`src/rtl/uart_pkg.sv`:
```
// Shared UART definitions: default line parameters, widths and the receiver state encoding.
package uart_pkg;

  localparam int unsigned UART_CLK_FREQ = 100_000_000;
  localparam int unsigned UART_BAUD     = 115_200;

  localparam int unsigned DATA_W    = 8;
  localparam int unsigned CNT_W     = 10;
  localparam int unsigned BIT_IDX_W = 3;

  typedef enum logic [1:0] {
    IDLE  = 2'd0,
    START = 2'd1,
    DATA  = 2'd2,
    STOP  = 2'd3
  } uart_rx_state;

endpackage

```
`src/rtl/uart_rx_if.sv`:
```
// Byte handshake from the UART receiver to a consuming FSM.
interface uart_rx_if;
  import uart_pkg::*;

  logic [DATA_W-1:0] rx_data;
  logic              rx_valid;
  logic              rx_ready;
  logic              framing_error;
  logic              overrun;

  modport master (
    output rx_data,
    output rx_valid,
    output framing_error,
    output overrun,
    input  rx_ready
  );

  modport slave (
    input  rx_data,
    input  rx_valid,
    input  framing_error,
    input  overrun,
    output rx_ready
  );

endinterface

```
`src/rtl/sync_2ff.sv`:
```
// Two-flop synchronizer for a single asynchronous input, with a configurable reset value.
module sync_2ff #(
  parameter logic RESET_VAL = 1'b1
) (
  input  logic clk,
  input  logic rst_n,
  input  logic d,
  output logic q
);

  logic meta_q;
  logic sync_q;

  // Capture the async input, then let any metastability settle in the second stage.
  always_ff @(posedge clk or negedge rst_n) begin
    if (!rst_n) begin
      meta_q <= RESET_VAL;
      sync_q <= RESET_VAL;
    end else begin
      meta_q <= d;
      sync_q <= meta_q;
    end
  end

  assign q = sync_q;

endmodule

```
`src/rtl/uart_rx.sv`:
```
// 8N1 UART receiver: mid-bit sampling FSM with a valid/ready byte output and error pulses.
module uart_rx
  import uart_pkg::*;
#(
  parameter int unsigned CLK_FREQ = UART_CLK_FREQ,
  parameter int unsigned BAUD     = UART_BAUD
) (
  input  logic       clk,
  input  logic       reset,
  input  logic       rx,
  uart_rx_if.master  bus
);

  localparam int unsigned CLKS_PER_BIT = CLK_FREQ / BAUD;
  localparam logic [CNT_W-1:0]     BIT_LAST  = CNT_W'(CLKS_PER_BIT - 1);
  localparam logic [CNT_W-1:0]     HALF_LAST = CNT_W'(CLKS_PER_BIT / 2 - 1);
  localparam logic [BIT_IDX_W-1:0] IDX_LAST  = BIT_IDX_W'(DATA_W - 1);

  logic rx_s;

  uart_rx_state          state_q, state_d;
  logic [CNT_W-1:0]      cnt_q, cnt_d;
  logic [BIT_IDX_W-1:0]  idx_q, idx_d;
  logic [DATA_W-1:0]     shift_q, shift_d;
  logic [DATA_W-1:0]     rx_data_q, rx_data_d;
  logic                  rx_valid_q, rx_valid_d;
  logic                  fe_q, fe_d;
  logic                  ovr_q, ovr_d;

  logic half_done;
  logic bit_done;
  logic accept;

  sync_2ff #(.RESET_VAL(1'b1)) u_sync (
    .clk   (clk),
    .rst_n (reset),
    .d     (rx),
    .q     (rx_s)
  );

  assign half_done = (cnt_q == HALF_LAST);
  assign bit_done  = (cnt_q == BIT_LAST);
  assign accept    = rx_valid_q && bus.rx_ready;

  // State and datapath registers; reset aborts any frame in progress.
  always_ff @(posedge clk or negedge reset) begin
    if (!reset) begin
      state_q    <= IDLE;
      cnt_q      <= '0;
      idx_q      <= '0;
      shift_q    <= '0;
      rx_data_q  <= '0;
      rx_valid_q <= 1'b0;
      fe_q       <= 1'b0;
      ovr_q      <= 1'b0;
    end else begin
      state_q    <= state_d;
      cnt_q      <= cnt_d;
      idx_q      <= idx_d;
      shift_q    <= shift_d;
      rx_data_q  <= rx_data_d;
      rx_valid_q <= rx_valid_d;
      fe_q       <= fe_d;
      ovr_q      <= ovr_d;
    end
  end

  // Next-state: confirm start at half a bit, walk 8 data bits, leave from mid stop bit.
  always_comb begin
    state_d = state_q;
    case (state_q)
      IDLE:  if (!rx_s) state_d = START;
      START: if (half_done) state_d = rx_s ? IDLE : DATA;
      DATA:  if (bit_done && (idx_q == IDX_LAST)) state_d = STOP;
      STOP:  if (bit_done) state_d = IDLE;
      default: state_d = IDLE;
    endcase
  end

  // Datapath and outputs: bit timing, shifting, byte hand-off and error pulses.
  always_comb begin
    cnt_d      = cnt_q;
    idx_d      = idx_q;
    shift_d    = shift_q;
    rx_data_d  = rx_data_q;
    rx_valid_d = rx_valid_q && !bus.rx_ready;
    fe_d       = 1'b0;
    ovr_d      = 1'b0;
    case (state_q)
      IDLE: begin
        cnt_d = '0;
        idx_d = '0;
      end
      START: begin
        idx_d = '0;
        cnt_d = half_done ? '0 : cnt_q + CNT_W'(1);
      end
      DATA: begin
        if (bit_done) begin
          cnt_d   = '0;
          shift_d = {rx_s, shift_q[DATA_W-1:1]};
          idx_d   = idx_q + BIT_IDX_W'(1);
        end else begin
          cnt_d = cnt_q + CNT_W'(1);
        end
      end
      STOP: begin
        if (bit_done) begin
          cnt_d = '0;
          if (!rx_s) begin
            fe_d = 1'b1;
          end else if (!rx_valid_q || accept) begin
            // A same-edge accept frees the slot, so the new byte is not an overrun.
            rx_data_d  = shift_q;
            rx_valid_d = 1'b1;
          end else begin
            ovr_d = 1'b1;
          end
        end else begin
          cnt_d = cnt_q + CNT_W'(1);
        end
      end
      default: cnt_d = '0;
    endcase
  end

  assign bus.rx_data       = rx_data_q;
  assign bus.rx_valid      = rx_valid_q;
  assign bus.framing_error = fe_q;
  assign bus.overrun       = ovr_q;

endmodule

```
`src/flat_wrapper.sv`:
```
// flat-port wrapper written by rule: the top's interface ports become plain ports
module uart_rx_flat import uart_pkg::*;
#(
  parameter int unsigned CLK_FREQ = UART_CLK_FREQ,
  parameter int unsigned BAUD     = UART_BAUD
)
  (clk, reset, rx, bus_rx_data, bus_rx_valid, bus_framing_error, bus_overrun, bus_rx_ready);
  uart_rx_if bus_i ();
  input  logic clk;
  input  logic reset;
  input  logic rx;
  output wire logic [$bits(bus_i.rx_data)-1:0] bus_rx_data;
  output wire logic [$bits(bus_i.rx_valid)-1:0] bus_rx_valid;
  output wire logic [$bits(bus_i.framing_error)-1:0] bus_framing_error;
  output wire logic [$bits(bus_i.overrun)-1:0] bus_overrun;
  input wire logic [$bits(bus_i.rx_ready)-1:0] bus_rx_ready;
  assign bus_rx_data = bus_i.rx_data;
  assign bus_rx_valid = bus_i.rx_valid;
  assign bus_framing_error = bus_i.framing_error;
  assign bus_overrun = bus_i.overrun;
  assign bus_i.rx_ready = bus_rx_ready;
  uart_rx #(.CLK_FREQ(CLK_FREQ), .BAUD(BAUD)) u_core (.clk(clk), .reset(reset), .rx(rx), .bus(bus_i));
endmodule
```
`config.mk`:
```
export PLATFORM = sky130hd
export DESIGN_NAME = uart_rx_flat
export DESIGN_NICKNAME = d
export VERILOG_FILES = /design/src/rtl/uart_pkg.sv /design/src/rtl/uart_rx_if.sv /design/src/rtl/sync_2ff.sv /design/src/rtl/uart_rx.sv /design/src/flat_wrapper.sv
export SDC_FILE = /design/constraint.sdc
export NUM_CORES = 1
export LEC_CHECK = 0
export ABC_AREA = 1
export BUFFER_PORTS_ARGS = -buffer_cell sky130_fd_sc_hd__buf_2
export CORE_MARGIN = 4
export CORE_UTILIZATION = 45
export CTS_BUF_LIST = sky130_fd_sc_hd__clkbuf_16
export CTS_CLUSTER_DIAMETER = 80
export DETAILED_ROUTE_END_ITERATION = 7
export GPL_TIMING_DRIVEN = 0
export PLACE_DENSITY = 0.72
export SETUP_SLACK_MARGIN = 0.4
export SYNTH_ARGS = -nofsm -noshare
export SYNTH_HDL_FRONTEND = slang
export SYNTH_SLANG_ARGS = --single-unit
```
`constraint.sdc`:
```
create_clock -name clk -period 2.35 [get_ports clk]
set_input_delay 0.235 -clock clk [delete_from_list [all_inputs] [get_ports clk]]
set_output_delay 0.235 -clock clk [all_outputs]
set_load 0.01 [all_outputs]
```
Word-level counts from Yosys, hierarchy flattened
Cells that the tools add are included.
{"block": "word_totals", "ff_bits": 36, "inputBits": 4}
{"block": "classes", "reduce_logical": 14, "n_eq_ne": 11, "add_sub_neg": 2, "mux": 22}
{"op": "one-hot mux 10 bit (3 select lines)", "count": 1}
{"op": "two-way mux 10 bit", "count": 2}
{"op": "two-way mux 1 bit", "count": 11}
{"op": "adder 10 x 1 -> 10 bit (second input constant)", "count": 1}
{"op": "equality test 10 bit (second input constant)", "count": 1}
{"op": "equality test 10 x 9 -> 1 bit (second input constant)", "count": 1}
{"op": "two-way mux 2 bit", "count": 5}
{"op": "!= test 2 x 1 -> 1 bit (second input constant)", "count": 4}
{"op": "one-hot mux 2 bit (4 select lines)", "count": 1}
{"op": "AND reduction 4 bit", "count": 2}
{"op": "one-hot mux 3 bit (2 select lines)", "count": 1}
{"op": "equality test 2 bit (second input constant)", "count": 2}
{"op": "AND reduction 2 bit", "count": 2}
{"op": "OR reduction 2 bit", "count": 2}
{"op": "adder 3 x 1 -> 3 bit (second input constant)", "count": 1}
{"op": "equality test 3 bit (second input constant)", "count": 1}
{"op": "logical AND 1 bit", "count": 3}
{"op": "two-way mux 3 bit", "count": 1}
{"op": "equality test 2 x 1 -> 1 bit (second input constant)", "count": 1}
{"op": "logical NOT 1 bit", "count": 2}
{"op": "logical NOT 2 bit", "count": 1}
{"op": "!= test 2 bit (second input constant)", "count": 1}
{"op": "nonzero test 2 bit", "count": 1}
{"op": "logical OR 1 bit", "count": 1}

Logic depth before layout (Yosys ltp)
{"block": "logic_depth", "word_depth": 6, "ltp_mapped": 10}

Cells and area by module
From an unflattened synthesis, not the netlist that was laid out.
{"block": "unflattened", "hier_cells": 181, "hier_area_um2": 1692.9}
{"mod": "uart_rx", "cells_each": 179, "n_inst": 1, "seq_area_each_um2": 850.8, "area_per_inst_um2": 1640.3}
{"mod": "sync_2ff", "cells_each": 2, "n_inst": 1, "seq_area_each_um2": 52.6, "area_per_inst_um2": 52.6}

Least setup slack after synthesis
Ideal clock, no wire load.
{"block": "synth_timing", "path_kind": "register -> register", "startpoint": "reg u_core.cnt_q[0]", "endpoint": "reg u_core.idx_q[0]", "arrival_time_ps": 1323, "period_less_slack_ps": 1447, "required_time_ps": 2225, "stages_incl_launch_ff": 7, "path_slack_ps": 903, "path_cell_list": "dfrtp_1 > ha_1 > nor3b_2 > nand4_2 > buf_2 > nand3_1 > o31ai_1"}
{"block": "synth_via", "elab_chain_cells": 3}
{"element": "start, declared", "line": "uart_rx.sv:22", "text": "logic [CNT_W-1:0] cnt_q, cnt_d;"}
{"element": "start signal, assigned", "line": "uart_rx.sv:58", "text": "cnt_q <= cnt_d;"}
{"element": "equality test 10 bit", "line": "uart_rx.sv:42", "text": "assign bit_done = (cnt_q == BIT_LAST);"}
{"element": "!= test 2 x 1 -> 1 bit (no line)"}
{"element": "AND reduction 2 bit (no line)"}
{"element": "end signal, assigned", "line": "uart_rx.sv:59", "text": "idx_q <= idx_d;"}
{"element": "end, declared", "line": "uart_rx.sv:23", "text": "logic [BIT_IDX_W-1:0] idx_q, idx_d;"}
No other way between the ends.
A chain may end at the register's enable or synchronous reset.

Worst setup path after layout
Same ends and word-level chain as after synthesis.

==> reports/qor.txt <==
largest net degree at the start of global routing: 37
crit path launch: u_core.cnt_q[0]
Reg-to-Reg Start: u_core.cnt_q[0]
count of cell types in the netlist: 26
Synth area leaders: dfrtp_1, nand2_1, inv_1, o21ai_2, dfstp_2
EDFF count, synth: 0
diode count: 0
post-cts resize count: 0
max_cap viols: 0
Pre-antenna DRT Iters: 4
Synth Warn #: 0
Max Slew Vio Count: 0
hold buffer count at cts: 0
R2R Path End: u_core.idx_q[0]
first-pass GRT wire length: 5260 um
Synth Net Count: 193
Num CTS Buffers: 5
Final setup viols: 0
vias in the first global route: 1187
WP data arrival: 1.83 ns
Power Internal: 1010 uW
Final nets: 214
initial DRC count: 105
maximum clock rate: 598 MHz
core area: 3470 um^2
TritonCTS clock tree: built
unrepaired setup endpoints after global routing: no
Worst path depth: 6
VDD IR-drop max: 0.000382 V
GRT overflow: 0
Detailed Place HPWL: 2050 um
Post-synth top cells: nand2_1, dfrtp_1, inv_1
CP endpoint kind: flip-flop
H-tree levels: 2
Worst Path Max Fanout: 10
critical path class: flip-flop to flip-flop
via/cell ratio: 4.81
Lkg Pwr: 0.000959 uW
Buf/Inv on CP: 1
minimum clock period: 1.67 ns
Placed Area: 1810 um^2
GP Congestion: 0.842
Syn Std Cell Area: 1690 um^2
post-CTS setup buffer count: 0
largest delay contributor family on the critical path: simple AND/OR/NAND/NOR gates
share of the synthesized area in the top cell type: 50.5%
Initial Utilization: 48.6%
routed wire length: 2820 um
Final Skew: 0.00463 ns
total number of vias: 1216
Die Height: 69.2 um
root buffer cell: clkbuf_16
reg2reg setup slack: 0.68 ns
Die X-Extent: 69.2 um
Startpoint Class: flip-flop
worst-skew pair later-pin latency: 0.27 ns
Core Rows: 21
hold crit path type: input pin to async pin
fraction of layout cells with a size suffix above 1: 28.5%
status: finished clean
Gate power share: 1.1%
Synth Area per Inst: 9.11 um^2
Required @ worst endpoint: 2.51 ns
final hold violation count: 0
net switching fraction of the power: 19.6%
FFs w/ async S/R, synth: 100%
Least-Margin Pin Slew: 0.758 ns
NetSw: 246 uW
Util after Layout: 56.3%
post-synth top area cell: dfrtp_1
total track usage: 13.7%
area growth from synthesis to layout: 15.8%
register bit count reported by yosys: 36
power share of the clock group: 49.1%
most frequent cell after synthesis: nand2_1
drt wl/cell: 11.2 um
number of routed nets with antenna violations: 0
Clock transition at path regs: 0.05 ns
I/O pin count: 15
Max clock buf depth: 2
Power Density: 643 nW/um^2
clk sinks: 36
Max stage delay cell, worst path: dfrtp_1
Reg power frac: 49.8%
Worst Setup EP: u_core.idx_q[0]
Seq/Total Area, Yosys: 53.6%
max-slew headroom at the worst pin: 49.4%
synthesized instance count: 185
Cell Chain, Critical Path: ha_1 -> nor3b_2 -> nand4_2 -> buf_2 -> nand3_1 -> o31ai_1
Top FF cell, synth: dfrtp_1
I/O Buffers: 14
Final Instance Area: 1950 um^2
FF-to-FF path depth: 6
setup tns final: 0 ns
period utilisation layout: 71.1%
DRC: 0
CP max stage delay: 0.41 ns
initial antenna violation count: 0
Die ar.: 4790 um^2
## stage by stage
step / std cells / setup WS, ns / hold slack (ns) / total power [uW]
2_1_floorplan: 185 / 0.903 / -0.0606 / 636
3_3_place_gp: 245 / 0.698 / 0.341 / 651
3_5_place_dp: 245 / 0.682 / 0.341 / 651
4_1_cts: 253 / 0.675 / 0.0517 / 1270
5_1_grt: 253 / 0.514 / 0.0514 / 1310
6_report: 253 / 0.678 / 0.0296 / 1260
## metal layers
metal | vias up | share of wire [%] | global-route usage, %
li1 | 624 | - | -
met1 | 566 | 50 | 18.1
met2 | 21 | 44 | 20.1
met3 | 5 | 4.4 | 3.62
met4 | 0 | 1.8 | 7.81
met5 | - | 0 | 0
## final cells by class
class | count | area, um^2
timing repair buffer | 14 | 70.1
multi-input combinational | 119 | 657
sequential | 36 | 903
tap | 46 | 57.6
inverter | 27 | 101
fill | 329 | 1520
clock inverter | 3 | 13.8
clock buffer | 5 | 125
buffer | 3 | 23.8
## state kept, by name (all words and copies together) (netlist names), named ones only
register,flops
u_core.idx_q,3
u_core.u_sync.q,1
u_core.bus.rx_data,8
u_core.state_q,1
u_core.bus.overrun,1
u_core.shift_q,8
u_core.u_sync.meta_q,1
u_core.bus.framing_error,1
u_core.cnt_q,10
u_core.bus.rx_valid,1
## cells by family (layout without fill, tap and decap cells)
family	Yosys count	after routing	synth area share (%)
AO/OA/AOI/OAI	24	24	9.06
AND/OR/NAND/NOR	89	89	25.9
flip-flops	36	36	53.6
buffers and inverters	30	52	7.42
adder cells (fa/ha/maj)	4	4	2.97
XOR/XNOR	2	2	1.04
## how the worst min path moves through the flow
stage,slack [ns],end,cells after the start
finish,0.03,u_core.cnt_q[8],1
global route,0.05,u_core.u_sync.meta_q,1
CTS,0.05,u_core.u_sync.meta_q,1
detailed placement,0.34,u_core.u_sync.meta_q,1
global placement,0.34,u_core.u_sync.meta_q,1
floorplan,-0.06,async pin,0
## worst register-to-register path: stages, from the launching register on
cell and delay, ns:
dfrtp_1 0.41, ha_1 0.26, nor3b_2 0.21, nand4_2 0.26
buf_2 0.28, nand3_1 0.08, o31ai_1 0.06
## power groups by stage
stage / registers, uW / logic, uW / clock network (uW)
after floorplan: 635 / 0.931 / 0
after global routing: 624 / 18.3 / 663
after detailed placement: 636 / 15.7 / 0
after global placement: 635 / 15.6 / 0
after CTS: 625 / 15.7 / 631
final: 625 / 14.4 / 616
## placed cells by master, fill, tap and decap left out, drive strengths merged
cell and instances:
o21ai 19, o31ai 1, a21oi 4, nand4 2, clkinv 3, ha 4, nand3 12, clkbuf 5
nand2 48, dfstp 2, nor3 8, nor3b 1, buf 17, dfrtp 34, nor2 18, inv 27
xnor2 2
Note: power is estimated with default switching activity, not from simulation.
